<file path="src/rtl/fifo_rd_ctrl.sv">
// ---------------------------------------------------------------------------
// fifo_rd_ctrl
// Read-domain controller of the dual-clock FIFO. Synchronizes the Gray write
// pointer from the write clock domain and derives empty from it. Maintains the
// binary and Gray read pointers and issues read strobes to fifo_mem. Read data
// is presented on a valid/ready stream through a 2-entry output buffer, which
// sustains one word per cycle.
//
// Optional build macro: FIFO_RD_LEVEL_EN
//   Adds the rd_level output: the registered count of words in memory as seen
//   from the read domain. Words already held in the output buffer are not
//   counted.
//
// Ports
//   clk_r         in   read-domain clock
//   arst_n        in   asynchronous active-low reset
//   g_wptr_async  in   Gray write pointer from clk_w domain (unsynchronized)
//   b_rptr        out  binary read pointer to fifo_mem
//   g_rptr        out  registered Gray read pointer to write-domain sync
//   r_en          out  read strobe to fifo_mem
//   empty         out  FIFO empty, to fifo_mem
//   mem_data      in   fifo_mem read data, valid the cycle after r_en
//   m_data        out  stream data (head of output buffer)
//   m_valid       out  stream valid
//   m_ready       in   stream ready from consumer
//   rd_level      out  (FIFO_RD_LEVEL_EN only) words in memory, read view
// ---------------------------------------------------------------------------
module fifo_rd_ctrl #(
    parameter int DATA_WIDTH  = 8,
    parameter int DEPTH       = 8,
    parameter int SYNC_STAGES = 2,
    localparam int PTR_WIDTH  = $clog2(DEPTH)
) (
    input  logic                  clk_r,
    input  logic                  arst_n,
    input  logic [PTR_WIDTH:0]    g_wptr_async,
    output logic [PTR_WIDTH:0]    b_rptr,
    output logic [PTR_WIDTH:0]    g_rptr,
    output logic                  r_en,
    output logic                  empty,
    input  logic [DATA_WIDTH-1:0] mem_data,
    output logic [DATA_WIDTH-1:0] m_data,
    output logic                  m_valid,
    input  logic                  m_ready
`ifdef FIFO_RD_LEVEL_EN
    ,
    output logic [PTR_WIDTH:0]    rd_level
`endif
);

    localparam int PW = PTR_WIDTH + 1;

    // Synchronizer chain as one packed shift register: newest stage in the
    // low slice, the synchronized pointer in the top slice.
    logic [SYNC_STAGES*PW-1:0] r_sync;
    logic [PTR_WIDTH:0]        w_wptr_s;

    logic [PTR_WIDTH:0]        r_b_rptr;
    logic [PTR_WIDTH:0]        r_g_rptr;
    logic [PTR_WIDTH:0]        w_b_next;
    logic [PTR_WIDTH:0]        w_g_next;

    logic [DATA_WIDTH-1:0]     r_buf [2];
    logic                      r_wr_idx;
    logic                      r_rd_idx;
    logic [1:0]                r_occ;
    logic                      r_infl;

    logic                      w_empty;
    logic                      w_pop;
    logic [2:0]                w_pending;
    logic                      w_r_en;

    always_ff @(posedge clk_r or negedge arst_n) begin
        if (!arst_n) begin
            r_sync <= '0;
        end else begin
            r_sync <= {r_sync[(SYNC_STAGES-1)*PW-1:0], g_wptr_async};
        end
    end

    assign w_wptr_s = r_sync[SYNC_STAGES*PW-1 -: PW];

    always_comb begin
        w_empty   = (r_g_rptr == w_wptr_s);
        w_pop     = (r_occ != 2'd0) && m_ready;
        // Words the buffer will hold after this edge if no new read is
        // issued: current occupancy plus the word landing now, minus a pop.
        w_pending = {1'b0, r_occ} + {2'b00, r_infl} - {2'b00, w_pop};
        w_r_en    = !w_empty && (w_pending < 3'd2);
        w_b_next  = r_b_rptr + 1'b1;
        w_g_next  = w_b_next ^ (w_b_next >> 1);
    end

    always_ff @(posedge clk_r or negedge arst_n) begin
        if (!arst_n) begin
            r_b_rptr <= '0;
            r_g_rptr <= '0;
            r_infl   <= 1'b0;
        end else begin
            r_infl <= w_r_en;
            if (w_r_en) begin
                r_b_rptr <= w_b_next;
                r_g_rptr <= w_g_next;
            end
        end
    end

    // Output buffer: the word requested last cycle is on mem_data now and is
    // captured into the tail; a pop advances the head. Both may happen on the
    // same edge, leaving occupancy unchanged.
    always_ff @(posedge clk_r or negedge arst_n) begin
        if (!arst_n) begin
            r_buf[0] <= '0;
            r_buf[1] <= '0;
            r_wr_idx <= 1'b0;
            r_rd_idx <= 1'b0;
            r_occ    <= 2'd0;
        end else begin
            if (r_infl) begin
                r_buf[r_wr_idx] <= mem_data;
                r_wr_idx        <= ~r_wr_idx;
            end
            if (w_pop) begin
                r_rd_idx <= ~r_rd_idx;
            end
            r_occ <= r_occ + {1'b0, r_infl} - {1'b0, w_pop};
        end
    end

`ifdef FIFO_RD_LEVEL_EN
    function automatic logic [PTR_WIDTH:0] gray2bin(input logic [PTR_WIDTH:0] g);
        logic [PTR_WIDTH:0] b;
        b = g;
        for (int unsigned i = 1; i <= PTR_WIDTH; i++) begin
            b = b ^ (g >> i);
        end
        return b;
    endfunction

    logic [PTR_WIDTH:0] r_rd_level;

    always_ff @(posedge clk_r or negedge arst_n) begin
        if (!arst_n) begin
            r_rd_level <= '0;
        end else begin
            r_rd_level <= gray2bin(w_wptr_s) - r_b_rptr;
        end
    end

    assign rd_level = r_rd_level;
`endif

    assign b_rptr  = r_b_rptr;
    assign g_rptr  = r_g_rptr;
    assign r_en    = w_r_en;
    assign empty   = w_empty;
    assign m_data  = r_buf[r_rd_idx];
    assign m_valid = (r_occ != 2'd0);

endmodule

</file>
<file path="config.mk">
export PLATFORM = sky130hd
export DESIGN_NAME = fifo_rd_ctrl
export DESIGN_NICKNAME = d
export VERILOG_FILES = /design/src/rtl/fifo_rd_ctrl.sv
export SDC_FILE = /design/constraint.sdc
export NUM_CORES = 1
export LEC_CHECK = 0
export CAP_MARGIN = 10
export CELL_PAD_IN_SITES_DETAIL_PLACEMENT = 0
export CELL_PAD_IN_SITES_GLOBAL_PLACEMENT = 1
export CORE_MARGIN = 8
export CORE_UTILIZATION = 40
export CTS_CLUSTER_SIZE = 24
export DETAILED_ROUTE_END_ITERATION = 6
export GPL_ROUTABILITY_DRIVEN = 0
export HOLD_SLACK_MARGIN = 0.1
export MAX_ROUTING_LAYER = met4
export PLACE_DENSITY_LB_ADDON = 0.1
export SLEW_MARGIN = 5
export SYNTH_ARGS = -nofsm -noshare
export SYNTH_HDL_FRONTEND = slang
export SYNTH_SLANG_ARGS = --single-unit
</file>
<file path="constraint.sdc">
create_clock -name clk_r -period 4.5 [get_ports clk_r]
set_input_delay 1.125 -clock clk_r [delete_from_list [all_inputs] [get_ports clk_r]]
set_output_delay 1.125 -clock clk_r [all_outputs]
set_load 0.02 [all_outputs]
</file>
== Yosys cells after proc, flatten, opt, wreduce, memory -nomap -nowiden ==
Index checks and enable logic that the tools add are counted.
Operators by class
  eq/ne operators: 1
  muxes and demuxes: 6
  bitwise gates (word level): 5
  add/subtract/negate cells: 5
  reduce and logical (&&, ||, !) cells: 5
  magnitude comparators: 4
Operator list (number)
  $mux W8: 4
  $bwmux W16: 1
  $demux W8 S1: 1
  $add A4 B1 Y4 const B: 1
  $eq A4 B4 Y1: 1
  $ge A2 B2 Y1 const B: 2
  $not A1 Y2: 2
  $xor A4 B3 Y4: 1
  $add A2 B1 Y3: 1
  $logic_and A1 B1 Y1: 3
  $lt A3 B2 Y1 const B: 1
  $sub A3 B1 Y3: 1
  $add A2 B1 Y2: 1
  $lt A2 B1 Y1 const B: 1
  $not A1 Y1: 2
  $reduce_bool A2 Y1: 1
  $sub A2 B1 Y2: 1
  $logic_not A1 Y1: 1
Word-level totals
  output and inout port bits: 19
  register bits: 37

== Logic depth before layout (Yosys ltp) ==
Gate-level depths: netlist (run 1).
  depth after elaboration: 6
  gate-level depth with buffers: 10
  depth with buffers taken out: 9

== Worst setup path after synthesis (run 1) ==
OpenSTA, ideal clock, no wires.
  path type: input -> output
  start: input m_ready
  end: output r_en
  required time: 3.375 ns
  stages on the path: 8
  data arrival time: 2.895 ns
  path slack: 0.480 ns
  cell sequence: and2_1 -> ha_1 -> inv_1 -> ha_1 -> fa_1 -> or3_1 -> buf_6 -> inv_1
Between the ends
  cells in the longest elaborated chain, start to end: 4
Ends and longest elaborated chain
  start: declaration: RTL line 44  | input logic m_ready
  $logic_and A1 B1 Y1: RTL line 86  | w_pop = (r_occ != 2'd0) && m_ready;
  $sub A3 B1 Y3: RTL line 89  | w_pending = {1'b0, r_occ} + {2'b00, r_infl} - {2'b00, w_pop};
  net w_pending[1]: RTL line 71  | logic [2:0] w_pending;
  $lt A3 B2 Y1: RTL line 90  | w_r_en = !w_empty && (w_pending < 3'd2);
  $logic_and A1 B1 Y1: RTL line 90
  end: declaration: RTL line 39  | output logic r_en,
The timed path passes the listed nets, and every way through them passes these cells.

== Final worst setup path (run 1) ==
  start: input m_ready
  end: output r_en
Between the ends
  cells in the longest elaborated chain, start to end: 4
Ends and longest elaborated chain
  $logic_and A1 B1 Y1: RTL line 86
  net w_pop: RTL line 70  | logic w_pop;
  $sub A3 B1 Y3: RTL line 89
  $lt A3 B2 Y1: RTL line 90
  $logic_and A1 B1 Y1: RTL line 90
The timed path passes the listed nets, and every way through them passes these cells.

==> results of run 1 <==
routing by layer:
metal / GRT usage / routed length [um]
met4: 0.0396 / 28
met5: - / 0
met2: 0.157 / 1350
met1: 0.127 / 1300
met3: 0.0392 / 125
registers in the layout, indices dropped and copies added, names as in the netlist:
signal,count
r_occ,2
r_infl,1
r_rd_idx,1
b_rptr,4
r_wr_idx,1
r_sync,8
g_rptr,3
r_buf,16
per-stage QoR:
| step | power [mW] | hold WS, ps |
|---|---|---|
| floorplan | 1.22 | 331 |
| global placement | 1.56 | 333 |
| detailed placement | 1.58 | 340 |
| CTS | 1.78 | 353 |
| global route | 1.88 | 357 |
| finish | 1.75 | 350 |
cell usage in the layout, fill, tap and decap left out:
master and instances:
nor2_1 1, nand3_1 1, nor4b_1 1, nand2_1 3, nor4_1 1, nor4_2 1, buf_2 2, mux2_4 4
or2_2 1, ha_1 3, or3_1 1, dfrtp_1 36, inv_1 5, fa_1 1, buf_4 4, xor2_1 9
and2_1 1, clkdlybuf4s50_1 31, xnor2_1 6, mux2_2 24, clkbuf_8 5
worst max-delay path: cells and delay by family:
family | cells | cell delay [ps]
XOR/XNOR | 1 | 150
adder cells (fa/ha/maj) | 3 | 830
buffers and inverters | 4 | 690
AND/OR/NAND/NOR | 2 | 480
worst paths after layout:
path / to
min in group asynchronous: b_rptr[0]
hold reg to reg: r_sync[4]
hold / removal: r_sync[4]
max in group asynchronous: r_sync[5]
setup / recovery: r_en
setup reg to reg: g_rptr[0]
area by class of cell:
type	count	area, um^2	share of cell area
Sequential cell	36	901	0.454
Clock buffer	5	68.8	0.0347
Tap cell	48	60.1	0.0303
Timing Repair Buffer	37	350	0.177
Multi-Input combinational cell	58	586	0.295
Inverter	5	18.8	0.00946
power by group:
group | internal (mW) | total, mW | switching, mW
combinational | 0.553 | 0.979 | 0.426
sequential | 0.465 | 0.575 | 0.110
clock | 0.0996 | 0.196 | 0.0969
kinds of logic (layout without fill, tap and decap cells):
family / Yosys count / count (layout) / synth area share
AND/OR/NAND/NOR: 11 / 11 / 0.0434
XOR/XNOR: 15 / 15 / 0.0860
flip-flops: 36 / 36 / 0.590
adder cells (fa/ha/maj): 4 / 4 / 0.0377
buffers and inverters: 8 / 47 / 0.0270
multiplexers: 28 / 28 / 0.216
repair_timing:
| item | 4_1_cts | 5_1_grt |
|---|---|---|
| endpoints found under the hold margin | 0 | 0 |
| setup endpoints to repair | 1 | 0 |
| gates resized for setup | 4 | 0 |
==> impl_metrics.csv, run 1 <==
group,metric,value,unit
run_status,status,"finished, final reports clean",
placed_design,preCtsSetupSlack,-325,ps
logic_synthesis,yosysUniqueCellTypes,20,
worst_setup_path,cp_slowest_cell,"clkdlybuf4s50_1",
timing,setup_viol,0,
clocking,cts.hold.buffers_added,0,
timing,worst_pin_slew,789,ps
worst_setup_path,criticalPathCategory,"input pin to output pin",
clocking,clockBufferDepth,2,
grt,grt_max_degree,37,
timing,min_period,4390,ps
detailed_routing,dr_total_vias,913,
detailed_routing,antenna_left,0,
final_layout,fin_util,0.542,
job,cap_violations,0,
detailed_routing,routed_wl,2.80,mm
timing,slew_viol_final,0,
detailed_routing,drt-pass1-iter-count,4,
worst_setup_path,path_cells,"clkdlybuf4s50_1, and2_1, ha_1, inv_1, ha_1, fa_1, xnor2_1, or3_1, inv_1, buf_2",
floorplan,initial_utilization,0.417,
final_layout,fin_cells,189,
grt,grt.total_usage,0.105,
logic_synthesis,synth_top_area_cell,"dfrtp_1",
logic_synthesis,synth.area.top_cells,"dfrtp_1 (59%), mux2_2 (18%), xor2_1 (5.2%)",
floorplan,core-area,3660,um^2
final_layout,final_area,1980,um^2
logic_synthesis,seq_area_frac_synth,0.590,
final_layout,area_growth,29.9,%
worst_hold_path,hold_class,"register to register",
clocking,clock_sinks,36,
clocking,clk_pin_slew,60,ps
placed_design,dpl.cell_count,184,
worst_hold_path,hold_depth,0,
floorplan,die_width,77.8,um
worst_setup_path,cp-end-kind,"output pin",
placed_design,placed_area,1920,um^2
logic_synthesis,yosysMostFrequentCell,"dfrtp_1",
power,leakage,0.871,nW
worst_setup_path,required,3380,ps
clocking,cts_root_buf,"clkbuf_8",
logic_synthesis,syn_area_per_cell,15.0,um^2
final_layout,fill_cells,340,
worst_setup_path,critPathMaxStageDelay,390,ps
final_layout,drive_gt1_frac,0.291,
floorplan,io_pins,34,
worst_setup_path,startpoint,"m_ready",
grt,first_global_vias,1032,
timing,relSlewSlack,0.474,
logic_synthesis,yosysWarnings,0,
final_layout,layout.nets,162,
grt,antenna_found_initial,0,
floorplan,die_h,77.8,um
worst_hold_path,min-delay-start,"r_sync[0]",
timing,fin_crit_sh,0.976,
clocking,cts_setup_buffers,0,
detailed_routing,wl_per_cell,14.8,um
worst_setup_path,r2r_slack,1690,ps
logic_synthesis,synth_top_area_share,0.590,
placed_design,io_buffer_count,33,
final_layout,n_antenna_cell,0,
grt,grt_overflow,0,
clocking,cts_tree,"done",
worst_setup_path,cp-start-kind,"input pin",
logic_synthesis,synth-edff-count,0,
logic_synthesis,synth_fp_nets,121,
floorplan,dieArea,6050,um^2
timing,fin_skew,6.60,ps
worst_setup_path,path_max_fanout,2,
clocking,clock_latency,280,ps
timing,clock.fmax,0.228,GHz
detailed_routing,drt-vias-per-instance,4.83,
logic_synthesis,synthArstFlopShare,1.00,
timing,rsz0062_at_grt,"no",
power,power.density,882,nW/um^2
logic_synthesis,netlist_area,1530,um^2
timing,fin_setup_tns,0,ps
grt,grt_pass1_wl,4.89,mm
timing,hold_viol,0,
power,peakVddDrop,0.330,mV
worst_setup_path,critPathArrivalTime,3270,ps
worst_setup_path,rr_worst_depth,10,
logic_synthesis,synth_common_cells,"dfrtp_1 (36), mux2_2 (24), xor2_1 (9)",
worst_setup_path,timing.rr.start,"r_occ[1]",
timing,setup_slack,109,ps
floorplan,num_rows,22,
detailed_routing,drc_errors,0,
clocking,h-tree-depth,2,
clocking,cts_buffers,5,
logic_synthesis,ys.flop_type,"dfrtp_1",
logic_synthesis,synth_cells,102,
detailed_routing,drt_iter0_markers,24,
placed_design,dp_hpwl,2.05,mm
logic_synthesis,ys_seq_elements,36,
(Power assumes the default switching activity.)
==> run 2: changes to the inputs <==
Settings changed: CORE_ASPECT_RATIO set to 0.6.
==> impl_metrics.csv, run 2 (synthesis results as in run 1) <==
group,metric,value,unit
worst_setup_path,cp_top_family,"adder cells",
detailed_routing,drc_errors,0,
final_layout,final_area,2030,um^2
clocking,cts_tree,"done",
final_layout,layout.nets,164,
timing,fin_crit_sh,0.967,
placed_design,dp_hpwl,2.12,mm
power,power.internal,1.16,mW
worst_setup_path,cp-end-kind,"output pin",
clocking,clk_pin_slew,60,ps
power,clockPowerShare,0.125,
worst_setup_path,critPathMaxStageDelay,450,ps
timing,setup_slack,150,ps
timing,rsz0062_at_grt,"no",
floorplan,io_pins,34,
clocking,h-tree-depth,2,
timing,slew_viol_final,0,
power,seqPwrFrac,0.316,
worst_setup_path,criticalPathCategory,"input pin to output pin",
placed_design,preCtsSetupSlack,-331,ps
clocking,cts.hold.buffers_added,0,
power,swShare,0.362,
worst_setup_path,path_max_fanout,2,
run_status,status,"finished, final reports clean",
clocking,clock_sinks,36,
grt,grt_max_degree,37,
final_layout,top_register,"r_buf",
grt,grt_overflow,0,
detailed_routing,drt_iter0_markers,26,
power,total_power,1.83,mW
detailed_routing,wl_per_cell,14.8,um
final_layout,area_growth,33.0,%
timing,min_period,4350,ps
worst_setup_path,r2r_slack,1710,ps
worst_hold_path,hold_class,"register to register",
worst_setup_path,rr_worst_depth,9,
final_layout,most-common-layout-cells,"dfrtp_1 (36), clkdlybuf4s50_1 (32), mux2_2 (24)",
floorplan,dieArea,6120,um^2
worst_setup_path,cp-start-kind,"input pin",
placed_design,placed_area,1940,um^2
detailed_routing,drt-pass1-iter-count,2,
worst_setup_path,path_cells,"clkdlybuf4s50_1, and2_1, ha_1, inv_1, ha_1, fa_2, or3_1, inv_1, buf_4",
detailed_routing,drt-vias-per-instance,4.64,
floorplan,core-area,3660,um^2
worst_setup_path,worst-path-stages,9,
timing,fin_skew,6.65,ps
worst_setup_path,required,3380,ps
detailed_routing,dr_total_vias,895,
worst_hold_path,hold_depth,0,
detailed_routing,routed_wl,2.86,mm
clocking,clock_latency,280,ps
timing,clock.fmax,0.230,GHz
clocking,cts_setup_buffers,0,
final_layout,final_common_cell,"dfrtp_1",
timing,setup_viol,0,
final_layout,drive_gt1_frac,0.315,
worst_setup_path,cp_slowest_cell,"clkdlybuf4s50_1",
detailed_routing,antenna_left,0,
final_layout,fin_cells,193,
floorplan,die_width,95.8,um
final_layout,fin_util,0.555,
timing,relSlewSlack,0.483,
grt,grt_pass1_wl,5.03,mm
floorplan,initial_utilization,0.418,
power,switchingPower,0.661,mW
job,cap_violations,0,
worst_setup_path,path_buf_inv,4,
floorplan,num_rows,17,
grt,first_global_vias,1050,
power,leakage,0.896,nW
final_layout,largest_reg_flops,16,
power,power.density,898,nW/um^2
clocking,cts_buffers,5,
final_layout,n_antenna_cell,0,
worst_setup_path,critPathArrivalTime,3220,ps
timing,worst_pin_slew,773,ps
clocking,clockBufferDepth,2,
clocking,cts_root_buf,"clkbuf_8",
power,p_comb_frac,0.559,
power,peakVddDrop,0.368,mV
floorplan,die_h,63.9,um
grt,antenna_found_initial,0,
placed_design,io_buffer_count,33,
timing,hold_viol,0,
placed_design,dpl.cell_count,185,
grt,grt.total_usage,0.110,
[run 2: cell types whose count changed in the layout (fill, tap and decap cells not counted)]
cell / previous run / this run
clkdlybuf4s50_1: 31 / 32
fa_1: 1 / 0
clkbuf_8: 5 / 6
clkinv_2: 0 / 2
buf_2: 2 / 0
fa_2: 0 / 1
buf_4: 4 / 7
[run 2: worst paths after layout]
path	from	endpoint
max in group asynchronous	arst_n	r_sync[7]
hold / removal	r_sync[0]	r_sync[4]
min in group asynchronous	arst_n	g_rptr[0]
setup reg to reg	r_occ[1]	g_rptr[1]
hold reg to reg	r_sync[0]	r_sync[4]
setup / recovery	m_ready	r_en
[run 2: power by group through the flow]
stage | clock network [mW] | logic [mW] | registers, mW
after floorplan | 0 | 0.640 | 0.582
after global placement | 0 | 1.01 | 0.574
after detailed placement | 0 | 1.02 | 0.584
after CTS | 0.236 | 1.03 | 0.579
after global routing | 0.255 | 1.10 | 0.599
final | 0.228 | 1.02 | 0.577
[run 2: what timing repair did]
action,CTS,global route
pin swaps,0,0
resized for setup,4,2
setup endpoints to repair,1,1
[run 2: final cells by class]
class	count	area [um^2]
flip-flops and latches	36	901
clock inverters	2	10.0
multi-input cells	58	588
well taps	47	58.8
clock buffers	6	82.6
fillers	315	1630
repair buffers	39	373
inverters	5	18.8
[run 2: stage by stage]
step | setup TNS [ps] | hold slack (ps)
2_1_floorplan | 0 | 331
3_3_place_gp | -328 | 334
3_5_place_dp | -331 | 337
4_1_cts | 0 | 352
5_1_grt | 0 | 358
6_report | 0 | 349
[run 2: metal layers]
layer  global-route usage  up-vias  wire length, um
met5                    -        -                0
li1                     -      424                -
met4               0.0419        0               27
met3               0.0408        5              126
met2                0.160       18             1320
met1                0.135      448             1380
[run 2: worst reg2reg max path: stages, from the launching register on]
cell	delay, ps
dfrtp_1	400
or2_2	280
and2_1	180
ha_1	260
inv_1	50
ha_1	150
fa_2	450
or3_1	400
buf_4	180
mux2_4	310
==> run 3: changes to the inputs <==
Settings changed: PLACE_DENSITY set to 0.81, PLACE_DENSITY_LB_ADDON 0.1 to unset, SLEW_MARGIN 5 to 10.
==> impl_metrics.csv, run 3 (synthesis results as in run 1) <==
group,metric,value,unit
run_status,status,"finished, final reports clean",
worst_hold_path,hold_class,"register to register",
clocking,clk_pin_slew,70,ps
final_layout,area_growth,33.9,%
floorplan,die_h,63.9,um
clocking,clock_latency,290,ps
clocking,cts_buffers,5,
final_layout,fin_util,0.559,
final_layout,fill_cells,311,
floorplan,die_width,95.8,um
placed_design,dp_hpwl,2.23,mm
worst_setup_path,cp-start-kind,"input pin",
worst_setup_path,r2r_slack,1650,ps
grt,first_global_vias,1009,
timing,fin_setup_tns,0,ps
timing,clock.fmax,0.226,GHz
timing,hold_viol,0,
floorplan,io_pins,34,
grt,grt_max_degree,37,
placed_design,placed_area,1940,um^2
detailed_routing,routed_wl,2.96,mm
detailed_routing,drt-pass1-iter-count,2,
placed_design,io_buffer_count,33,
timing,slew_viol_final,0,
grt,grt_overflow,0,
power,total_power,1.87,mW
worst_setup_path,critPathMaxStageDelay,390,ps
worst_setup_path,rr_endpoint,"g_rptr[1]",
grt,antenna_found_initial,0,
final_layout,multiInputGateArea,586,um^2
floorplan,num_rows,17,
worst_setup_path,worst-path-stages,10,
floorplan,initial_utilization,0.418,
floorplan,core-area,3660,um^2
power,leakage,0.899,nW
worst_setup_path,cp-endpoint,"r_en",
final_layout,layout.nets,164,
timing,fin_skew,5.96,ps
power,power.density,914,nW/um^2
clocking,clockBufferDepth,2,
worst_setup_path,required,3380,ps
detailed_routing,drc_errors,0,
worst_setup_path,path_cells,"clkdlybuf4s50_1, and2_1, ha_1, inv_1, ha_1, fa_1, xnor2_1, or3_1, inv_1, buf_2",
grt,grt.total_usage,0.114,
clocking,cts_root_buf,"clkbuf_8",
clocking,cts_tree,"done",
final_layout,final_area,2050,um^2
clocking,h-tree-depth,2,
worst_setup_path,critPathArrivalTime,3290,ps
worst_setup_path,cp_slowest_cell,"clkdlybuf4s50_1",
power,peakVddDrop,0.396,mV
timing,setup_viol,0,
clocking,clock_sinks,36,
grt,grt_pass1_wl,5.03,mm
detailed_routing,drt_iter0_markers,18,
worst_setup_path,timing.rr.start,"r_occ[1]",
detailed_routing,drt-vias-per-instance,4.72,
detailed_routing,wl_per_cell,15.3,um
final_layout,drive_gt1_frac,0.308,
final_layout,final_common_cell,"dfrtp_1",
worst_setup_path,cp_top_family,"adder cells",
detailed_routing,dr_total_vias,910,
worst_setup_path,rr_worst_depth,10,
clocking,cts.hold.buffers_added,0,
timing,worst_pin_slew,745,ps
worst_setup_path,path_buf_inv,4,
final_layout,top_register,"r_buf",
worst_setup_path,path_max_fanout,2,
worst_setup_path,cp-end-kind,"output pin",
detailed_routing,antenna_left,0,
timing,relSlewSlack,0.502,
timing,fin_crit_sh,0.982,
final_layout,most-common-layout-cells,"dfrtp_1 (36), clkdlybuf4s50_1 (32), mux2_2 (24)",
worst_setup_path,startpoint,"m_ready",
final_layout,n_antenna_cell,0,
timing,hold-worst-slack,350,ps
final_layout,largest_reg_flops,16,
final_layout,register_area,901,um^2
worst_setup_path,criticalPathCategory,"input pin to output pin",
floorplan,dieArea,6120,um^2
timing,min_period,4420,ps
job,cap_violations,0,
timing,rsz0062_at_grt,"no",
run 3: where the power goes:
| group | total, mW | internal, mW | switching, mW |
|---|---|---|---|
| registers | 0.576 | 0.465 | 0.111 |
| logic | 1.01 | 0.569 | 0.442 |
| clock network | 0.283 | 0.164 | 0.119 |
| total | 1.87 | 1.20 | 0.672 |
run 3: worst min path at each step:
stage	start	end	slack (ps)	cells past startpoint
6_report	r_sync[0]	r_sync[4]	350	0
5_1_grt	r_sync[0]	r_sync[4]	370	0
4_1_cts	r_sync[0]	r_sync[4]	350	0
3_5_place_dp	r_sync[0]	r_sync[4]	330	0
3_3_place_gp	r_sync[3]	r_sync[7]	330	0
2_1_floorplan	r_sync[0]	r_sync[4]	330	0
run 3: layer usage:
layer	wire length, um	share of wire	track usage	up-vias
met5	0	0	-	-
met4	96	0.032	0.0857	0
met3	68	0.023	0.0280	7
met2	1420	0.48	0.163	15
met1	1370	0.46	0.138	462
li1	-	-	-	426
run 3: per-stage QoR:
stage	worst slack, ps	cells
after floorplan	480	102
after global placement	-342	185
after detailed placement	-363	185
after CTS	69.6	193
after global routing	5.55	193
final	83.1	193
run 3: final cells by class:
class                           instances  area share
Clock buffer                            5      0.0336
Clock inverter                          3      0.0208
Inverter                                5     0.00917
Multi-Input combinational cell         58       0.286
Sequential cell                        36       0.440
Tap cell                               47      0.0287
Timing Repair Buffer                   39       0.181
run 3: timing repair:
action / CTS / global route
endpoints found under the setup margin: 1 / 0
setup buffers: 0 / 0
gates resized for setup: 4 / 0
endpoints found under the hold margin: 0 / 0
